<file path="config.mk">
export PLATFORM = sky130hd
export DESIGN_NAME = mux8_rr_sched
export DESIGN_NICKNAME = d
export VERILOG_FILES = /design/src/rtl/mux8_sched_pkg.sv /design/src/rtl/rr_pick8.sv /design/src/rtl/mux8_rr_sched.sv
export SDC_FILE = /design/constraint.sdc
export NUM_CORES = 1
export LEC_CHECK = 0
export BUFFER_PORTS_ARGS = -buffer_cell sky130_fd_sc_hd__buf_2
export CORE_MARGIN = 5
export CORE_UTILIZATION = 30
export CTS_CLUSTER_SIZE = 24
export DETAILED_ROUTE_END_ITERATION = 16
export HOLD_SLACK_MARGIN = 0.06
export SYNTH_ARGS = -nofsm -noshare
export SYNTH_HDL_FRONTEND = slang
export SYNTH_SLANG_ARGS = --single-unit
</file>
<file path="constraint.sdc">
create_clock -name clk -period 11 [get_ports clk]
set_clock_uncertainty 0.15 [all_clocks]
set_input_delay 2.75 -clock clk [delete_from_list [all_inputs] [get_ports clk]]
set_output_delay 2.75 -clock clk [all_outputs]
set_load 0.01 [all_outputs]
</file>
<file path="src/rtl/mux8_sched_pkg.sv">
// Shared types and constants for the 8-way round-robin mux select scheduler.
package mux8_sched_pkg;

    localparam int N_REQ = 8;
    localparam int SEL_W = 3;
    localparam int CNT_W = 4;

    typedef enum logic [1:0] {
        ST_IDLE,
        ST_GRANT,
        ST_GUARD
    } state_t;

    function automatic logic [N_REQ-1:0] onehot8(input logic [SEL_W-1:0] idx);
        logic [N_REQ-1:0] v;
        v      = '0;
        v[idx] = 1'b1;
        return v;
    endfunction

endpackage

</file>
<file path="src/rtl/rr_pick8.sv">
// Combinational round-robin picker: first set request after ptr, optionally skipping one index.
module rr_pick8
    import mux8_sched_pkg::*;
(
    input  logic [N_REQ-1:0] req,
    input  logic [SEL_W-1:0] ptr,
    input  logic [SEL_W-1:0] mask_idx,
    input  logic             mask_en,
    output logic             any,
    output logic [SEL_W-1:0] idx
);

    logic [SEL_W-1:0] cand;

    // Scan ptr+1 .. ptr+8; the 3-bit add wraps so ptr itself is considered last.
    always_comb begin
        any  = 1'b0;
        idx  = '0;
        cand = '0;
        for (int k = 1; k <= N_REQ; k++) begin
            cand = ptr + SEL_W'(k);
            if (!any && req[cand] && !(mask_en && (cand == mask_idx))) begin
                any = 1'b1;
                idx = cand;
            end
        end
    end

endmodule

</file>
<file path="src/rtl/mux8_rr_sched.sv">
// Round-robin owner selection for the select lines of an 8:1 data mux,
// with bounded bursts and an optional idle guard cycle between owners.
module mux8_rr_sched
    import mux8_sched_pkg::*;
#(
    parameter int MAX_BURST = 4,
    parameter bit GUARD     = 1'b1
) (
    input  logic             clk,
    input  logic             rst_n,
    input  logic             en,
    input  logic [N_REQ-1:0] req,
    output logic [SEL_W-1:0] sel,
    output logic [N_REQ-1:0] gnt,
    output logic             active,
    output logic             handover
);

    state_t           state_reg, state_next;
    logic [SEL_W-1:0] ptr_reg, ptr_next;
    logic [CNT_W-1:0] cnt_reg, cnt_next;
    logic [SEL_W-1:0] sel_reg, sel_next;
    logic [N_REQ-1:0] gnt_reg, gnt_next;
    logic             handover_reg, handover_next;
    logic             active_reg;

    logic             pick_any;
    logic [SEL_W-1:0] pick_idx;
    logic             in_grant;
    logic             burst_done;
    logic             others;
    logic             release_now;

    assign in_grant = (state_reg == ST_GRANT);

    // While granting, the pick already uses the old owner as the pointer so a
    // back-to-back handover sees the updated rotation order.
    rr_pick8 u_pick (
        .req      (req),
        .ptr      (in_grant ? sel_reg : ptr_reg),
        .mask_idx (sel_reg),
        .mask_en  (in_grant),
        .any      (pick_any),
        .idx      (pick_idx)
    );

    assign burst_done  = (cnt_reg == CNT_W'(MAX_BURST));
    assign others      = |(req & ~gnt_reg);
    assign release_now = !req[sel_reg] || !en || (burst_done && others);

    always_comb begin
        state_next    = state_reg;
        ptr_next      = ptr_reg;
        cnt_next      = cnt_reg;
        sel_next      = sel_reg;
        gnt_next      = gnt_reg;
        handover_next = 1'b0;
        case (state_reg)
            ST_GRANT: begin
                if (release_now) begin
                    ptr_next = sel_reg;
                    gnt_next = '0;
                    if (!en) begin
                        state_next = ST_IDLE;
                    end else if (GUARD) begin
                        state_next = ST_GUARD;
                    end else if (pick_any) begin
                        state_next    = ST_GRANT;
                        sel_next      = pick_idx;
                        gnt_next      = onehot8(pick_idx);
                        cnt_next      = CNT_W'(1);
                        handover_next = 1'b1;
                    end else begin
                        state_next = ST_IDLE;
                    end
                end else if (burst_done) begin
                    cnt_next = CNT_W'(1);
                end else begin
                    cnt_next = cnt_reg + CNT_W'(1);
                end
            end
            default: begin
                // IDLE and GUARD share the same grant-start rule.
                gnt_next = '0;
                if (en && pick_any) begin
                    state_next    = ST_GRANT;
                    sel_next      = pick_idx;
                    gnt_next      = onehot8(pick_idx);
                    cnt_next      = CNT_W'(1);
                    handover_next = 1'b1;
                end else begin
                    state_next = ST_IDLE;
                end
            end
        endcase
    end

    always_ff @(posedge clk or negedge rst_n) begin
        if (!rst_n) begin
            state_reg    <= ST_IDLE;
            ptr_reg      <= SEL_W'(N_REQ - 1);
            cnt_reg      <= '0;
            sel_reg      <= '0;
            gnt_reg      <= '0;
            handover_reg <= 1'b0;
            active_reg   <= 1'b0;
        end else begin
            state_reg    <= state_next;
            ptr_reg      <= ptr_next;
            cnt_reg      <= cnt_next;
            sel_reg      <= sel_next;
            gnt_reg      <= gnt_next;
            handover_reg <= handover_next;
            active_reg   <= |gnt_next;
        end
    end

    assign sel      = sel_reg;
    assign gnt      = gnt_reg;
    assign active   = active_reg;
    assign handover = handover_reg;

endmodule
</file>
==> qor.csv <==
stage,metric,value,unit
timing,rsz0062_at_grt,no,
setup_path,slowest_delay,0.59,ns
routing,ant_nets,0,
timing,slew_headroom,0.407,
final_layout,syn2layout_area_growth,10.3,%
run_status,outcome,"complete, no violations",
timing,hold_viol,0,
setup_path,required,10.98,ns
placed_design,portBuffers,23,
cts,cts-htree-levels,1,
timing,fin_crit_sh,0.480,
synthesis,synthFlopType,dfrtp_1,
timing,whs,0.330,ns
routing,vias_per_cell,5.70,
floorplan,ioPinCount,24,
floorplan,die_w,95.0,um
cts,postCtsResizedCells,0,
global_route,grt_pass1_vias,1793,
routing,routedWlPerCell,17.5,um
setup_path,path_delay_family,compound AO/OA/AOI/OAI gates,
setup_path,cp-startpoint,req[4],
setup_path,reg2reg_from,state_reg[1],
synthesis,synthCells,222,
routing,vias,1937,
job,drv_cap,0,
routing,drc,0,
timing,final.setup.tns,0,ns
placed_design,place_congestion,0.857,
floorplan,placementRows,31,
floorplan,start_util,0.304,
timing,worst_pin_slew,0.889,ns
setup_path,end_kind,flip-flop,
synthesis,synth.distinct_cells,67,
synthesis,synthMuxAreaShare,0.198,
global_route,grt_pass1_wl,9780,um
worst_hold_path,min-delay-path-class,reg -> reg,
synthesis,synth-compound-area-share,0.300,
synthesis,synth-adder-area-share,0.0231,
timing,fin_crit,5.28,ns
floorplan,die_area,9030,sq um
setup_path,regToRegEndpoint,cnt_reg[0],
setup_path,cp_cell_sequence,buf_2 -> inv_1 -> a211o_1 -> a21boi_0 -> mux4_2 -> o21a_1 -> a2111oi_2 -> a21oi_1 -> o311ai_2 -> o31ai_1,
synthesis,syn_avg_cell_area,9.77,sq um
final_layout,final_common_cell,buf_2,
cts,cts_root_buf,clkbuf_8,
final_layout,final_cell_mix,"buf_2 (23), nand2_1 (20), dfrtp_1 (19)",
routing,drt_iter0_markers,161,
synthesis,yosys_warnings,0,
cts,numClockSinks,22,
final_layout,fillers,782,
setup_path,crit_end,gnt[3],
cts,ctsLongestPathBuffers,2,
final_layout,layout-drive-gt1-share,0.261,
final_layout,post-route-cell-area,2390,sq um
setup_path,worstSetupPathType,in -> reg,
cts,hold_buffers,0,
final_layout,multiInputGateArea,1470,sq um
placed_design,dpl_cell_area,2340,sq um
synthesis,synth-seq-area-share,0.256,
setup_path,critPathArrivalTime,5.25,ns
synthesis,synth_area_leaders,"dfrtp_1 (22%), mux2i_1 (7.8%), mux2_2 (4.2%), dfstp_2 (3.6%), nand2_1 (3.5%)",
synthesis,syn_area,2170,sq um
synthesis,yosysTopAreaCell,dfrtp_1,
routing,totalWireLength,5960,um
synthesis,synth-simple-area-share,0.134,
synthesis,synth_edf_count,0,
synthesis,synth_xor_area_frac,0.0242,
timing,slew_viol_final,0,
final_layout,antenna_cells,0,
global_route,grt_start_max_net_pins,23,
floorplan,dieHeight,95.0,um
final_layout,layout.nets,257,
setup_path,critPathBufInv,2,
timing,max_freq,189,MHz
setup_path,reg2reg_slack,6.35,ns
global_route,grt_usage,0.137,
cts,cts_tree,built,
cts,cts-buffers-inserted,3,
floorplan,core,7140,sq um
final_layout,post-route-util,0.335,
cts,worstSkewPairLatency,0.26,ns
synthesis,synth_top_family_by_area,compound AO/OA/AOI/OAI gates,
final_layout,largest_reg_flops,8,
cts,clkSlewWorstSetupHoldPaths,0.08,ns
placed_design,hpwl,4630,um
final_layout,seq_area,554,sq um
setup_path,cp.depth,10,
global_route,grt-ovfl-total,0,
synthesis,async_reset_ff_frac,1.00,
setup_path,crit_path_top_delay_cell,mux4_2,
worst_hold_path,hold_path_depth,1,
routing,dr.pass1.iters,4,
global_route,antenna_found_initial,0,
setup_path,critPathMaxFanout,6,
setup_path,critPathLaunchType,input port,
cts,cts_setup_buffers,0,
setup_path,reg2regPathDepth,11,
synthesis,synth_seq_cells,22,
synthesis,synthesis.nets,237,
timing,setup_viol_count_final,0,
synthesis,yosys.area.top_type_share,0.219,
## metal layers
layer / share of wire / GRT usage / vias to the layer above
met5: 0 / 0 / -
met4: 0.0086 / 0.0228 / 0
met3: 0.053 / 0.0213 / 4
met2: 0.47 / 0.219 / 57
met1: 0.47 / 0.198 / 964
li1: - / - / 912
## worst reg2reg max path, delay by kind of cell (launching register included)
| kind | cells | cell delay (ns) |
|---|---|---|
| multiplexers | 1 | 0.62 |
| adder cells (fa/ha/maj) | 1 | 0.59 |
| flip-flops | 1 | 0.35 |
| AO/OA/AOI/OAI | 3 | 1.00 |
| buffers and inverters | 1 | 0.38 |
| AND/OR/NAND/NOR | 5 | 1.47 |
## Yosys cell counts (all sizes together) (5+ instances only)
cell type  instances
nand2             21
mux2i             20
mux4               5
nor2               6
dfrtp             19
buf                7
a21oi             14
inv               16
a211oi            13
o31ai              6
mux2               8
o21ai             10
a32o               5
nand3              5
## through the flow
stage                     instances  setup slack [ns]
after global routing            340              5.51
after CTS                       340              5.74
after detailed placement        336              5.46
after global placement          336              5.55
after floorplan                 222              5.92
final                           340              5.72
## worst min-delay path by stage
| stage | start | end |
|---|---|---|
| 3_5_place_dp | cnt_reg[3] | cnt_reg[3] |
| 5_1_grt | cnt_reg[3] | cnt_reg[3] |
| 4_1_cts | cnt_reg[3] | cnt_reg[3] |
| 6_report | cnt_reg[3] | cnt_reg[3] |
| 3_3_place_gp | cnt_reg[3] | cnt_reg[3] |
| 2_1_floorplan | cnt_reg[3] | cnt_reg[3] |
## cell families (layout without fill, tap and decap cells)
group,Yosys count,after routing
compound gates,79,79
xor+xnor,6,6
fa+ha+maj,4,4
buf+inv,25,44
flops,22,22
mux,33,33
simple gates,53,53
## cell type report
class / instances / area share
flip-flops and latches: 22 / 0.232
well taps: 99 / 0.0518
clock buffers: 4 / 0.0230
repair buffers: 24 / 0.0513
inverters: 16 / 0.0262
multi-input cells: 175 / 0.616
Power is not shown: default switching activity piles up to over one toggle a cycle in this logic, so the estimate is an artifact.
